==> src/rtl/hdlc_rx_deframer_if.sv <==
// Line-side bit input and the received-octet/status strobes of the HDLC deframer.
// Latency: none, signal bundle only.
// Backpressure: none; the consumer must take every data_valid strobe.
interface hdlc_rx_deframer_if;
  logic       rxdata;
  logic [7:0] data_out;
  logic       data_valid;
  logic       sof;
  logic       eop;
  logic       fcs_ok;
  logic       align_err;
  logic       abort;
  logic       runt;
  logic       active;

  // Line driver and receive-buffer side
  modport master (
    output rxdata,
    input  data_out, data_valid, sof, eop, fcs_ok, align_err, abort, runt, active
  );

  // Deframer side
  modport slave (
    input  rxdata,
    output data_out, data_valid, sof, eop, fcs_ok, align_err, abort, runt, active
  );
endinterface

==> src/rtl/hdlc_rx_deframer.sv <==
// Bit-serial HDLC receive deframer: flag hunt, zero destuffing, LSB-first octet assembly, CRC-16 FCS check.
// Latency: octet k out 1 cycle after the last data bit of octet k+2; eop 1 cycle after the flag's closing 0.
// Backpressure: none; every data_valid strobe must be accepted by the consumer.
module hdlc_rx_deframer (
  input  logic               netclk,
  input  logic               reset_n,
  hdlc_rx_deframer_if.slave  bus
);

  typedef enum logic {
    ST_HUNT     = 1'b0,
    ST_IN_FRAME = 1'b1
  } state_t;

  localparam logic [15:0] CRC_INIT = 16'hFFFF;
  localparam logic [15:0] CRC_POLY = 16'h1021;
  localparam logic [15:0] CRC_GOOD = 16'h1D0F;

  // Framing state
  state_t      r_state;
  logic [2:0]  r_ones;
  logic [2:0]  r_bitcnt;
  logic [7:0]  r_shreg;
  logic [15:0] r_crc;
  logic [15:0] r_crc_chk;
  logic [7:0]  r_hb0;
  logic [7:0]  r_hb1;
  logic [1:0]  r_octcnt;

  // Registered outputs
  logic [7:0]  r_data_out;
  logic        r_data_valid;
  logic        r_sof;
  logic        r_eop;
  logic        r_fcs_ok;
  logic        r_align_err;
  logic        r_abort;
  logic        r_runt;
  logic        r_active;

  // Per-bit classification and next-value terms
  logic        w_bit;
  logic        w_is_flag;
  logic        w_is_abort;
  logic        w_is_data;
  logic        w_oct_done;
  logic [2:0]  w_ones_nxt;
  logic [7:0]  w_shreg_nxt;
  logic [15:0] w_crc_nxt;
  logic [1:0]  w_octcnt_inc;

  // Classify the incoming bit against the run of ones seen before it
  always_comb begin
    w_bit        = bus.rxdata;
    w_is_flag    = !w_bit && (r_ones == 3'd6);
    w_is_abort   = w_bit && (r_ones >= 3'd6);
    // A 1 after five ones is held back (could be a flag); a 0 after five ones is a stuffed zero
    w_is_data    = w_bit ? (r_ones < 3'd5) : ((r_ones != 3'd5) && (r_ones != 3'd6));
    w_ones_nxt   = !w_bit ? 3'd0 : ((r_ones == 3'd7) ? 3'd7 : r_ones + 3'd1);
    w_shreg_nxt  = {w_bit, r_shreg[7:1]};
    w_crc_nxt    = {r_crc[14:0], 1'b0} ^ ((w_bit ^ r_crc[15]) ? CRC_POLY : 16'h0000);
    w_oct_done   = w_is_data && (r_bitcnt == 3'd7);
    w_octcnt_inc = (r_octcnt == 2'd3) ? 2'd3 : r_octcnt + 2'd1;
  end

  // Hunt/in-frame FSM with octet assembly, CRC, two-octet FCS holdback and output strobes
  always_ff @(posedge netclk or negedge reset_n) begin
    if (!reset_n) begin
      r_state      <= ST_HUNT;
      r_ones       <= 3'd0;
      r_bitcnt     <= 3'd0;
      r_shreg      <= 8'h00;
      r_crc        <= CRC_INIT;
      r_crc_chk    <= CRC_INIT;
      r_hb0        <= 8'h00;
      r_hb1        <= 8'h00;
      r_octcnt     <= 2'd0;
      r_data_out   <= 8'h00;
      r_data_valid <= 1'b0;
      r_sof        <= 1'b0;
      r_eop        <= 1'b0;
      r_fcs_ok     <= 1'b0;
      r_align_err  <= 1'b0;
      r_abort      <= 1'b0;
      r_runt       <= 1'b0;
      r_active     <= 1'b0;
    end else begin
      r_data_valid <= 1'b0;
      r_sof        <= 1'b0;
      r_eop        <= 1'b0;
      r_fcs_ok     <= 1'b0;
      r_align_err  <= 1'b0;
      r_abort      <= 1'b0;
      r_runt       <= 1'b0;
      r_ones       <= w_ones_nxt;

      if (w_is_flag) begin
        // A flag closes whatever was in progress and always opens a new frame
        if (r_state == ST_IN_FRAME) begin
          if (r_octcnt == 2'd3) begin
            r_eop       <= 1'b1;
            // The flag's leading 0 and five 1s were shifted in as data; the last octet snapshot excludes them
            r_fcs_ok    <= (r_crc_chk == CRC_GOOD);
            r_align_err <= (r_bitcnt != 3'd6);
          end else if (r_octcnt != 2'd0) begin
            r_runt      <= 1'b1;
          end
        end
        r_state   <= ST_IN_FRAME;
        r_active  <= 1'b1;
        r_bitcnt  <= 3'd0;
        r_shreg   <= 8'h00;
        r_crc     <= CRC_INIT;
        r_crc_chk <= CRC_INIT;
        r_hb0     <= 8'h00;
        r_hb1     <= 8'h00;
        r_octcnt  <= 2'd0;
      end else begin
        case (r_state)
          ST_HUNT: begin
            // Everything other than a flag is ignored while hunting
          end
          ST_IN_FRAME: begin
            if (w_is_abort) begin
              // Seventh consecutive 1: abort if octets were collected, otherwise plain idle mark
              r_state  <= ST_HUNT;
              r_active <= 1'b0;
              r_abort  <= (r_octcnt != 2'd0);
            end else if (w_is_data) begin
              r_shreg  <= w_shreg_nxt;
              r_bitcnt <= r_bitcnt + 3'd1;
              r_crc    <= w_crc_nxt;
              if (w_oct_done) begin
                r_crc_chk <= w_crc_nxt;
                // Two newest octets stay held back: at the closing flag they are the FCS
                if (r_octcnt >= 2'd2) begin
                  r_data_out   <= r_hb1;
                  r_data_valid <= 1'b1;
                  r_sof        <= (r_octcnt == 2'd2);
                end
                r_hb1    <= r_hb0;
                r_hb0    <= w_shreg_nxt;
                r_octcnt <= w_octcnt_inc;
              end
            end
          end
          default: begin
            r_state  <= ST_HUNT;
            r_active <= 1'b0;
          end
        endcase
      end
    end
  end

  assign bus.data_out   = r_data_out;
  assign bus.data_valid = r_data_valid;
  assign bus.sof        = r_sof;
  assign bus.eop        = r_eop;
  assign bus.fcs_ok     = r_fcs_ok;
  assign bus.align_err  = r_align_err;
  assign bus.abort      = r_abort;
  assign bus.runt       = r_runt;
  assign bus.active     = r_active;

endmodule

==> src/flat_wrapper.sv <==
// flat-port wrapper written by rule: the top's interface ports become plain ports
module hdlc_rx_deframer_flat 
  (netclk, reset_n, bus_rxdata, bus_data_out, bus_data_valid, bus_sof, bus_eop, bus_fcs_ok, bus_align_err, bus_abort, bus_runt, bus_active);
  hdlc_rx_deframer_if bus_i ();
  input  logic netclk;
  input  logic reset_n;
  input wire logic [$bits(bus_i.rxdata)-1:0] bus_rxdata;
  output wire logic [$bits(bus_i.data_out)-1:0] bus_data_out;
  output wire logic [$bits(bus_i.data_valid)-1:0] bus_data_valid;
  output wire logic [$bits(bus_i.sof)-1:0] bus_sof;
  output wire logic [$bits(bus_i.eop)-1:0] bus_eop;
  output wire logic [$bits(bus_i.fcs_ok)-1:0] bus_fcs_ok;
  output wire logic [$bits(bus_i.align_err)-1:0] bus_align_err;
  output wire logic [$bits(bus_i.abort)-1:0] bus_abort;
  output wire logic [$bits(bus_i.runt)-1:0] bus_runt;
  output wire logic [$bits(bus_i.active)-1:0] bus_active;
  assign bus_i.rxdata = bus_rxdata;
  assign bus_data_out = bus_i.data_out;
  assign bus_data_valid = bus_i.data_valid;
  assign bus_sof = bus_i.sof;
  assign bus_eop = bus_i.eop;
  assign bus_fcs_ok = bus_i.fcs_ok;
  assign bus_align_err = bus_i.align_err;
  assign bus_abort = bus_i.abort;
  assign bus_runt = bus_i.runt;
  assign bus_active = bus_i.active;
  hdlc_rx_deframer u_core (.netclk(netclk), .reset_n(reset_n), .bus(bus_i));
endmodule
==> config.mk <==
export PLATFORM = sky130hd
export DESIGN_NAME = hdlc_rx_deframer_flat
export DESIGN_NICKNAME = d
export VERILOG_FILES = /design/src/rtl/hdlc_rx_deframer_if.sv /design/src/rtl/hdlc_rx_deframer.sv /design/src/flat_wrapper.sv
export SDC_FILE = /design/constraint.sdc
export NUM_CORES = 1
export LEC_CHECK = 0
export CORE_UTILIZATION = 43
export CTS_CLUSTER_DIAMETER = 100
export CTS_CLUSTER_SIZE = 30
export DETAILED_ROUTE_END_ITERATION = 10
export PLACE_DENSITY = 0.62
export REMOVE_ABC_BUFFERS = 1
export SLEW_MARGIN = 20
export SYNTH_ARGS = -nofsm -noshare
export SYNTH_HDL_FRONTEND = slang
export SYNTH_SLANG_ARGS = --single-unit
==> constraint.sdc <==
create_clock -name netclk -period 2.35 [get_ports netclk]
set_input_delay 0.705 -clock netclk [delete_from_list [all_inputs] [get_ports netclk]]
set_output_delay 0.705 -clock netclk [all_outputs]
set_load 0.005 [all_outputs]
* After elaboration in Yosys (flattened, before gate mapping)
Index checks and enable logic that the tools add are counted.
Word-level totals: output and inout port bits 16, logic and storage cells 123, input bits 3, register bits 81
Operators by class: mux-type cells 71, reductions and logical operators 14, $add $sub $neg 3, bitwise logic cells 4, equal/unequal tests 10, order comparisons 3
Operators with widths (number):
- 16-bit 2-to-1 mux | 9
- 8-bit 2-to-1 mux | 14
- 1-bit 2-to-1 mux | 35
- 3-bit 2-to-1 mux | 6
- 16-bit by 13-bit equality test with 1-bit output (second input constant) | 1
- 16-bit bitwise XOR | 1
- 13-bit 2-to-1 mux | 1
- 2-bit 2-to-1 mux | 6
- 2-bit nonzero test | 5
- 3-bit equality test (second input constant) | 3
- 3-bit inequality test (second input constant) | 3
- 3-bit by 1-bit adder with 3-bit output (second input constant) | 2
- 6-bit AND reduction | 1
- 2-bit equality test (second input constant) | 2
- 1-bit logical AND | 4
- 4-bit AND reduction | 1
- 3-bit greater-or-equal comparator (second input constant) | 1
- 3-bit < comparator (second input constant) | 1
- 3-bit AND reduction | 1
- 2-bit by 1-bit adder with 2-bit output (second input constant) | 1
- 2-bit greater-or-equal comparator (second input constant) | 1
- 2-bit by 1-bit inequality test with 1-bit output (second input constant) | 1
- 1-bit NOT | 2
- 2-bit AND reduction | 1
- 2 further kinds | 2

* Logic depth before layout (Yosys ltp)
Gate-level depths: netlist of run 1.
word-level depth 9, mapped depth 9, depth with buffers taken out 6

* Least setup slack after synthesis of run 1
No wires, ideal clock.
kind input to register, from input port bus_rxdata, to register u_core.r_octcnt[0], library setup time 0.125 ns, path slack 0.200 ns, buffers on the path 3, arrival 2.025 ns, stages 7, required time 2.225 ns, path through buf_4 -> or3b_1 -> a21boi_1 -> o21a_1 -> buf_6 -> buf_8 -> mux2_4
Between the ends: cells in the longest elaborated chain, start to end 4, elaborated cells between the ends (all ways) 11, classes of those cells 1 x eq/ne; 2 x mux; 8 x reduce/logical
Ends and longest elaborated chain:
- start: declaration | RTL line flat_wrapper.sv:7 | input wire logic [$bits(bus_i.rxdata)-1:0] bus_rxdata;
- 1-bit logical NOT or 1-bit 2-to-1 mux (tied branches)
- 1-bit logical AND, on equally long branches | RTL line hdlc_rx_deframer.sv:55, hdlc_rx_deframer.sv:62
- 2-bit by 1-bit inequality test with 1-bit output (no source line) or 2-bit nonzero test (tied branches)
- 4-bit AND reduction (no source line)
- end signal: assignment | RTL line hdlc_rx_deframer.sv:143 | r_octcnt <= w_octcnt_inc;
- end: declaration | RTL line hdlc_rx_deframer.sv:28 | logic [1:0] r_octcnt;
Parallel ways exist; a longest one is shown, timed or not. A chain may end at the register's enable or synchronous reset.

* Worst setup path in the final report of run 1
from input port bus_rxdata, to register u_core.r_hb0[6]
Between the ends: cells in the longest elaborated chain, start to end 4, elaborated cells between the ends (all ways) 11, classes of those cells 1 x eq/ne; 2 x mux; 8 x reduce/logical
Ends and longest elaborated chain:
- 1-bit logical NOT or 1-bit 2-to-1 mux (tied branches)
- 1-bit logical AND, on equally long branches | RTL line hdlc_rx_deframer.sv:55, hdlc_rx_deframer.sv:62
- 2-bit by 1-bit inequality test with 1-bit output (no source line) or 2-bit nonzero test (tied branches)
- 4-bit AND reduction (no source line)
- end signal: assignment | RTL line hdlc_rx_deframer.sv:142 | r_hb0 <= w_shreg_nxt;
- end: declaration | RTL line hdlc_rx_deframer.sv:26 | logic [7:0] r_hb0;
Parallel ways exist; a longest one is shown, timed or not.

==> metrics, run 1 <==
cts bufs inserted=9; Logic pwr share=35.3%; I/O pin count=19; CP Launch Point=bus_rxdata; Post-CTS Setup Inserts=0; Worst Path Class, Setup=in2reg; Nets=325; via count=2,054; post-layout min period=2.23 ns; placed instance area=roughly 4000 um^2; outcome=finished, final reports clean; Power per Cell Area=1320 nW/um^2; Rel. slew slack=70.5%; r2r startpoint=u_core.r_ones[0]$_DFF_PN0_; placed insts=405; Wirelength per Cell=around 14 um; later-pin clock latency in the skew report=0.34 ns; max_cap viols=0; post-synth cell types=38; final setup fails=0; Setup crit end=u_core.r_hb0[6]$_DFFE_PN0P_; Seq/Total Area, Yosys=a little under three fifths; largest net degree at the start of global routing=34; number of synthesized register bits=80; clk sink count=80; die area=between 8000 and 9000 um^2; Max Transition Viols Final=0; H-tree levels=3; Syn-to-layout area delta=17.9%; startpoint types=input port; WP data arrival=2.46 ns; critical-path cell list=clkdlybuf4s50_1, or3b_1, a21boi_1, o21a_1, buf_12, mux2_2; Initial Util=44.1%; sequential share of power=~45%; FF-to-FF path depth=7; die width=93.6 um; Cells after Synth=270; initial antenna violation count=0; first-pass GRT wire length=10.0 mm; hpwl dp=slightly below 4 mm; CTS clk-pin slew, worst paths=0.08 ns; Final Hold Viols=0; Routed Antenna Nets=0; Fin Hold WS=0.300 ns; RR Endpoint=u_core.r_hb0[6]$_DFFE_PN0P_; number of enable flip-flop cells after synthesis=0; final clock skew=~0.0081 ns; Core Area=8180 um^2; Clk network pwr share=19.8%; non-filler cells, final=421; RSZ-0062 raised after global routing=false; worst-path fanout max=29; actual slew at the worst max-slew pin=0.443 ns; sw frac=between 20 and 30%; final WL=between 5 and 6 mm; Global Route Usage Sum=15.1%; CTS max path bufs=2; CTS tree=yes; Psw=1.56 mW; r2r setup slk=0.26 ns; Critical Path End Type=flip-flop; IO Port Bufs=18; drt first pass iters=4; vias in the first global route=2,042; final period utilization=between 90% and 100%; CP max stage cell=clkdlybuf4s50_1; FMAX=449 MHz; drt drc=0; cts repair resizes=0; number of vias per cell=4.88; std cell rows=33; syn avg cell area=about 13 um^2; layout cells sized above 1=43.4%; diodes inserted=0; max incr delay on CP=roughly 0.47 ns; ys async rst share=between 90% and 100%; ys flop type=dfrtp_1; Die H=93.6 um; fin area=approximately 4300 um^2; fillers=734; Iter 0 DRT Violations=65; maximum vdd drop=a little under 0.7 mV; Pint=4.04 mW; TNS Setup=0 ns; Critical Path RT=2.58 ns; total global routing overflow=0; cell leakage power=around 1.9 nW; hold_buf cts=0; Clock Tree Root=clkbuf_8; post-synthesis cell area=3610 um^2; synth warn=0; worst min path class=in2async; Placer Congestion=0.722
==> cells by family (layout without fill, tap and decap cells) <==
logic type | count (synthesis) | count (layout) | share of synthesized area (%)
multiplexers | 69 | 69 | 21.4
AND/OR/NAND/NOR | 58 | 58 | 9.06
XOR/XNOR | 3 | 3 | 0.729
adder cells (fa/ha/maj) | 11 | 11 | 3.82
buffers and inverters | 29 | 75 | 4.68
flip-flops | 80 | 80 | 56.6
AO/OA/AOI/OAI | 20 | 20 | 3.68
==> how the worst min path moves through the flow <==
stage	startpoint	endpoint	slack, ns	cells after the start
2_1_floorplan	reset_n	u_core.bus.abort$_DFF_PN0_	0.41	0
3_3_place_gp	u_core.r_bitcnt[2]$_DFFE_PN0P_	u_core.bus.align_err$_DFF_PN0_	0.47	1
3_5_place_dp	u_core.r_bitcnt[2]$_DFFE_PN0P_	u_core.bus.align_err$_DFF_PN0_	0.48	1
4_1_cts	reset_n	u_core.r_ones[2]$_DFF_PN0_	0.30	1
5_1_grt	reset_n	u_core.bus.fcs_ok$_DFF_PN0_	0.32	1
6_report	reset_n	u_core.r_ones[2]$_DFF_PN0_	0.30	1
==> cell type report <==
cell class	count	area (um^2)	share of cell area [%]
clock inverter	6	82.6	1.94
tap	105	131	3.09
multi-input combinational	161	1400	32.8
sequential	80	2040	48.0
clock buffer	10	138	3.24
timing repair buffer	43	403	9.48
inverter	16	60.1	1.41
==> routing by layer <==
| metal | vias to the layer above | wire length, um | global-route usage (%) |
|---|---|---|---|
| met5 | - | 0 | 0 |
| met4 | 0 | 91 | 7.31 |
| met3 | 10 | 110 | 2.93 |
| met2 | 18 | 2750 | 23.7 |
| met1 | 1030 | 2930 | 20.1 |
| li1 | 996 | - | - |
==> power by group through the flow <==
stage	Clock [mW]	Combinational (mW)	Sequential (mW)
after floorplan	0	1.42	2.45
after global placement	0	1.96	2.52
after detailed placement	0	2.02	2.54
after CTS	1.15	2.02	2.52
after global routing	1.19	2.20	2.60
final	1.11	1.98	2.51
==> per-stage QoR <==
stage / worst slack, ns / util, % / total power, mW
4_1_cts: 0.136 / 52.0 / 5.69
6_report: 0.121 / 52.0 / 5.60
2_1_floorplan: -0.307 / - / 3.87
5_1_grt: 0.0485 / 52.0 / 5.99
3_3_place_gp: -0.215 / 49.3 / 4.48
3_5_place_dp: -0.231 / 49.3 / 4.56
==> synthesized netlist by cell type, types with 3 or more instances <==
cell type,number,share of area (%)
mux2i_1,10,2.8
nand2_1,15,1.6
dfstp_2,32,23
o21a_1,4,0.83
nor2_1,6,0.62
a21oi_1,6,0.83
mux2_2,57,18
and2_1,6,1.0
clkbuf_1,4,0.42
nand4_1,4,0.69
nand2b_1,14,2.4
xnor2_1,3,0.73
buf_2,4,0.56
inv_1,16,1.7
o21ai_0,3,0.42
ha_1,11,3.8
dfrtp_1,48,33
==> cell usage in the layout (no fill, tap or decap), types with 3 or more instances in the layout <==
cell type	Yosys	routed
nand2_1	15	15
dfrtp_1	48	48
inv_1	16	16
buf_4	1	23
a21oi_1	6	6
nand2b_1	14	14
mux2i_1	10	10
mux2_2	57	57
nand4_1	4	4
clkbuf_8	0	10
o21a_1	4	4
dfstp_2	32	32
buf_12	2	3
clkdlybuf4s50_1	0	17
ha_1	11	11
nor2_1	6	6
o21ai_0	3	3
xnor2_1	3	3
and2_1	6	6
==> critical path, delay by kind of cell <==
kind | cells | cell delay (ns)
buffers and inverters | 2 | 0.68
AOI/OAI and AO/OA | 2 | 0.35
muxes | 1 | 0.36
and+or+nand+nor | 1 | 0.36
==> state kept, by name (all words and copies together), names as in the netlist, 3 cells and up <==
signal and flops:
u_core.r_bitcnt 3, u_core.r_shreg 7, u_core.r_crc 16, u_core.r_ones 3, u_core.r_hb1 8, u_core.r_hb0 8, u_core.bus.data_out 8, u_core.r_crc_chk 16
No activity file was read; power rests on OpenSTA's default activity.
==> run 2, diff against run 1 <==
ABC_AREA = 1   (was not set)
==> run 2 against run 1 <==
  * Maximum frequency increased by 15%
  * Sequential share of layout area increased by 0.62 points
  * Register-to-register slack improved by 0.29 ns
  * Synthesized cell count increased by 55%
  * Flip-flop and latch count unchanged
  * Worst hold slack got worse by 0.021 ns
  * Clock skew about the same
  * Largest power group unchanged
  * Critical endpoint is now bus_active
==> metrics, run 2 <==
WP data arrival=1.23 ns; actual slew at the worst max-slew pin=0.399 ns; I/O pin count=19; Seq/Total Area, Yosys=a little under three fifths; DP Worst Slack=between 0.08 and 0.09 ns; cts bufs inserted=9; Die H=94.1 um; TNS Setup=0 ns; Critical Path End Type=output pin; commonest non-fill, non-tap cell in the layout=nand2_1; outcome=finished, final reports clean; Psw=1.64 mW; initial antenna violation count=0; H-tree levels=3; worst-path fanout max=2; startpoint types=flip-flop; Wirelength per Cell=13.2 um; CP Buf/Inv Count=1; CTS max path bufs=2; Final Hold Viols=0; Max Transition Viols Final=0; CTS clk-pin slew, worst paths=0.08 ns; die area=8850 um^2; most area-hungry cell type in the Yosys netlist=dfrtp_1; syn avg cell area=between 8 and 9 um^2; layout cells sized above 1=17.6%; clk sink count=80; Logic pwr share=29.7%; Syn-to-layout area delta=15.1%; final clock skew=around 0.0081 ns; Pint=about 3.2 mW; sw frac=34.0%; Rel. slew slack=~73%; ys async rst share=100%; hold_buf cts=0; max_cap viols=0; std cell rows=33; Clock Tree Root=clkbuf_8; Placer Congestion=0.791; post-synth cell types=27; diodes inserted=0; critical-path cell list=clkdlybuf4s50_1; cell leakage power=2.17 nW; FMAX=516 MHz; ys flop type=dfrtp_1; final setup fails=0; Cells after Synth=roughly 420; Final Worst Setup Slack=0.411 ns; vias in the first global route=2,700; final WL=about 7.3 mm; sequential share of power=47.6%; top cells by area in the synthesized netlist=dfrtp_1, dfstp_2, nand2_1, nand3_1, ha_1; IO Port Bufs=18; number of synthesized register bits=80; number of vias per cell=4.88; Routed Antenna Nets=0; family with the most delay on the worst path=buffers and inverters; worst min path class=in2async; max incr delay on CP=0.51 ns; biggest regs=u_core.r_crc x16, u_core.r_crc_chk x16; Iter 0 DRT Violations=75; Initial Util=between 40% and 50%; drt drc=0; drt first pass iters=4; die width=approximately 94 um; largest net degree at the start of global routing=around 50; Critical Path RT=roughly 1.6 ns; final period utilization=82.5%; cts repair resizes=0; Tot Pwr=4.81 mW; Yosys top cell area share=roughly 33%; synth warn=0; total global routing overflow=0; Power per Cell Area=1150 nW/um^2; Post-CTS Setup Inserts=0; Clk network pwr share=22.8%; post-layout min period=1.94 ns; commonest cells in the synthesized netlist=nand2_1, dfrtp_1, nand3_1, dfstp_2, inv_1; Nets=458; post-synthesis cell area=3650 um^2; RSZ-0062 raised after global routing=false; commonest non-fill, non-tap cells in the layout=nand2_1, dfrtp_1, nand3_1; CTS tree=yes; Core Area=between 8000 and 9000 um^2; maximum vdd drop=0.502 mV; via count=2,701; top-count cell post-synth=nand2_1; hpwl dp=4.86 mm; later-pin clock latency in the skew report=about 0.35 ns; number of enable flip-flop cells after synthesis=0; first-pass GRT wire length=12.8 mm; Global Route Usage Sum=between 10% and 20%; CP max stage cell=clkdlybuf4s50_1; Worst Path Class, Setup=reg2out
==> run 2: cell type report <==
cell class | count | area [um^2]
inverter | 31 | 121
fill | 760 | 4020
clock inverter | 6 | 83.8
sequential | 80 | 2040
tap | 105 | 131
clock buffer | 10 | 128
timing repair buffer | 31 | 325
multi-input combinational | 291 | 1370
==> run 2: power groups by stage <==
stage / sequential [mW] / combinational [mW] / clock [mW]
finish: 2.29 / 1.43 / 1.10
global placement: 2.30 / 1.40 / 0
floorplan: 2.23 / 1.02 / 0
global route: 2.35 / 1.65 / 1.19
detailed placement: 2.30 / 1.44 / 0
CTS: 2.29 / 1.45 / 1.13
==> run 2: cells by family (layout without fill, tap and decap cells) <==
group,after synthesis,in the layout,share of synthesized area (%)
AOI/OAI and AO/OA,14,14,1.96
adders and majority gates,11,11,3.77
buffers and inverters,48,78,6.52
DFF,80,80,56.0
and+or+nand+nor,266,266,31.7
==> run 2: worst paths after layout <==
check | startpoint | to | slack [ns] | cells after the start
worst max-delay path | u_core.bus.active$_DFFE_PN0P_ | bus_active | 0.41 | 1
worst min-delay path | reset_n | u_core.bus.abort$_DFF_PN0_ | 0.28 | 1
worst max register to register | u_core.r_ones[0]$_DFF_PN0_ | u_core.r_shreg[6]$_DFFE_PN0P_ | 0.55 | 11
worst min register to register | u_core.r_crc_chk[14]$_DFFE_PN1P_ | u_core.r_crc_chk[14]$_DFFE_PN1P_ | 0.46 | 2
max in group asynchronous | reset_n | u_core.r_crc_chk[6]$_DFFE_PN1P_ | 1.41 | 2
min in group netclk | u_core.r_crc_chk[14]$_DFFE_PN1P_ | u_core.r_crc_chk[14]$_DFFE_PN1P_ | 0.46 | 2
==> run 2: per-stage QoR <==
| stage | area (um^2) | instances | util [%] | hold slack [ns] |
|---|---|---|---|---|
| floorplan | 3530 | 402 | - | 0.409 |
| global placement | 3990 | 538 | 48.5 | 0.453 |
| detailed placement | 3990 | 538 | 48.5 | 0.454 |
| CTS | 4200 | 554 | 51.1 | 0.285 |
| global route | 4200 | 554 | 51.1 | 0.278 |
| finish | 4200 | 554 | 51.1 | 0.278 |
==> run 2: routing by layer <==
layer	vias up	wire length [um]	GRT usage, %
li1	1344	-	-
met1	1312	3510	24.3
met2	43	3540	31.3
met3	2	251	5.50
met4	0	22	5.00
met5	-	0	0
==> run 2: worst reg2reg max path, delay by kind of cell (launching register included) <==
kind            cells  cell delay [ns]
fa+ha+maj           1             0.25
buf+inv             3             0.36
simple gates        6             0.61
compound gates      1             0.06
flops               1             0.42
==> run 3, diff against run 2 <==
clock period = 2.05 ns   (was 2.35 ns; I/O delays follow)
==> run 3 against run 2 <==
  * Utilization rose by 1.6 points
  * Worst setup slack got worse by 0.20 ns
  * Combinational power grew 16%
  * Highest routed layer unchanged
  * Sequential share of layout area shrank 1.5 points
  * First-iteration DRC count increased by 45%
  * Sequential power is 14% higher
  * Global-route usage shrank 0.29 points
  * Critical path depth is the same
==> metrics, run 3 (synthesized netlist as in run 2, its figures left out) <==
initial antenna violation count=0; met3 WL post-DR=237 um; met1 wire length=between 3 and 4 mm; cell leakage power=2.23 nW; Core Util, Final=approximately 53%; drt drc=0; CTS max path bufs=2; non-filler cells, final=565; r2r startpoint=u_core.r_ones[0]$_DFF_PN0_; FF-to-FF path depth=11; maximum vdd drop=0.656 mV; max incr delay on CP=0.51 ns; FMAX=543 MHz; Clk network pwr share=23.0%; CP Buf/Inv Count=1; final clock skew=0.0114 ns; CP max stage cell=clkdlybuf4s50_1; commonest non-fill, non-tap cells in the layout=nand2_1, dfrtp_1, nand3_1; Max Transition Viols Final=0; cts repair resizes=0; Critical Path RT=1.43 ns; hpwl dp=between 4 and 5 mm; Placer Congestion=between 0.7 and 0.8; CP Launch Point=u_core.bus.active$_DFFE_PN0P_; Syn-to-layout area delta=18.7%; CTS clk-pin slew, worst paths=0.09 ns; commonest non-fill, non-tap cell in the layout=nand2_1; sw frac=approximately a third; Critical Path End Type=output pin; largest net degree at the start of global routing=39; Post-CTS Setup Inserts=0; Die H=94.1 um; biggest regs=u_core.r_crc x16, u_core.r_crc_chk x16; Psw=1.88 mW; Clock Tree Root=clkbuf_8; final setup fails=0; later-pin clock latency in the skew report=between 0.3 and 0.4 ns; via count=2,708; Crit path depth=1; hold_buf cts=0; met2 routed WL=3.38 mm; Iter 0 DRT Violations=109; Wirelength per Cell=around 13 um; RR Endpoint=u_core.r_hb1[3]$_DFFE_PN0P_; placed insts=549; Setup crit end=bus_active; actual slew at the worst max-slew pin=slightly above 0.5 ns; clk sink count=80; Rel. slew slack=65.8%; post-layout min period=1.84 ns; H-tree levels=3; die area=8850 um^2; final WL=7.12 mm; Power per Cell Area=1290 nW/um^2; Final Hold Viols=0; total global routing overflow=0; sequential share of power=between 40% and 50%; Initial Util=44.4%; WP data arrival=1.23 ns; number of vias per cell=4.79; family with the most delay on the worst path=buffers and inverters; Worst Path Class, Setup=reg2out; std cell rows=33; final period utilization=89.9%; vias in the first global route=about 2,800; Core Area=8220 um^2; Routed Antenna Nets=0; Nets=469; worst min path class=in2async; I/O pin count=19; cts bufs inserted=9; outcome=finished, final reports clean; startpoint types=flip-flop; RSZ-0062 raised after global routing=false; diodes inserted=0; CTS tree=yes; Pint=3.69 mW; layout cells sized above 1=19.6%; critical-path cell list=clkdlybuf4s50_1; die width=94.1 um; r2r setup slk=around 0.38 ns; first-pass GRT wire length=12.6 mm; worst-path fanout max=2; IO Port Bufs=18; top routing layer used=met4; drt first pass iters=4; max_cap viols=0; Logic pwr share=29.9%; Global Route Usage Sum=18.7%
==> run 3: worst min-delay path by stage <==
stage          cells past startpoint  slack [ns]                             start                               end
6_report                           1        0.22                           reset_n       u_core.r_hb0[4]$_DFFE_PN0P_
5_1_grt                            1        0.24                           reset_n       u_core.r_hb0[4]$_DFFE_PN0P_
4_1_cts                            1        0.23                           reset_n       u_core.r_hb0[4]$_DFFE_PN0P_
3_5_place_dp                       2        0.45   u_core.r_crc_chk[9]$_DFFE_PN1P_   u_core.r_crc_chk[9]$_DFFE_PN1P_
3_3_place_gp                       2        0.45  u_core.r_crc_chk[13]$_DFFE_PN1P_  u_core.r_crc_chk[13]$_DFFE_PN1P_
2_1_floorplan                      0        0.32                           reset_n        u_core.bus.abort$_DFF_PN0_
==> run 3: power groups by stage <==
stage	Combinational (mW)	Sequential [mW]	Clock, mW
finish	1.66	2.62	1.28
global route	1.93	2.69	1.38
CTS	1.69	2.62	1.32
detailed placement	1.68	2.64	0
global placement	1.63	2.63	0
floorplan	1.16	2.55	0
==> run 3: layout make-up <==
type | count | area (um^2)
Timing Repair Buffer | 42 | 445
Clock inverter | 6 | 93.8
Multi-Input combinational cell | 291 | 1370
Tap cell | 105 | 131
Clock buffer | 10 | 128
Inverter | 31 | 121
Sequential cell | 80 | 2040
Fill cell | 770 | 3890
==> run 3: routing by layer <==
layer  GRT usage [%]  vias up
met4            6.28        0
met5               0        -
met2            31.4       33
met1            23.7     1287
li1                -     1380
met3            4.21        8
==> run 3: metrics by stage <==
step	hold WS [ns]	instance area (um^2)	total power [mW]	setup TNS (ns)	setup WS, ns
5_1_grt	0.242	4330	6.00	0	0.139
3_5_place_dp	0.453	4110	4.32	-3.15	-0.0962
3_3_place_gp	0.450	4110	4.26	-0.885	-0.0331
4_1_cts	0.231	4330	5.63	0	0.176
2_1_floorplan	0.319	3530	3.72	0	0.0790
6_report	0.224	4330	5.57	0	0.207
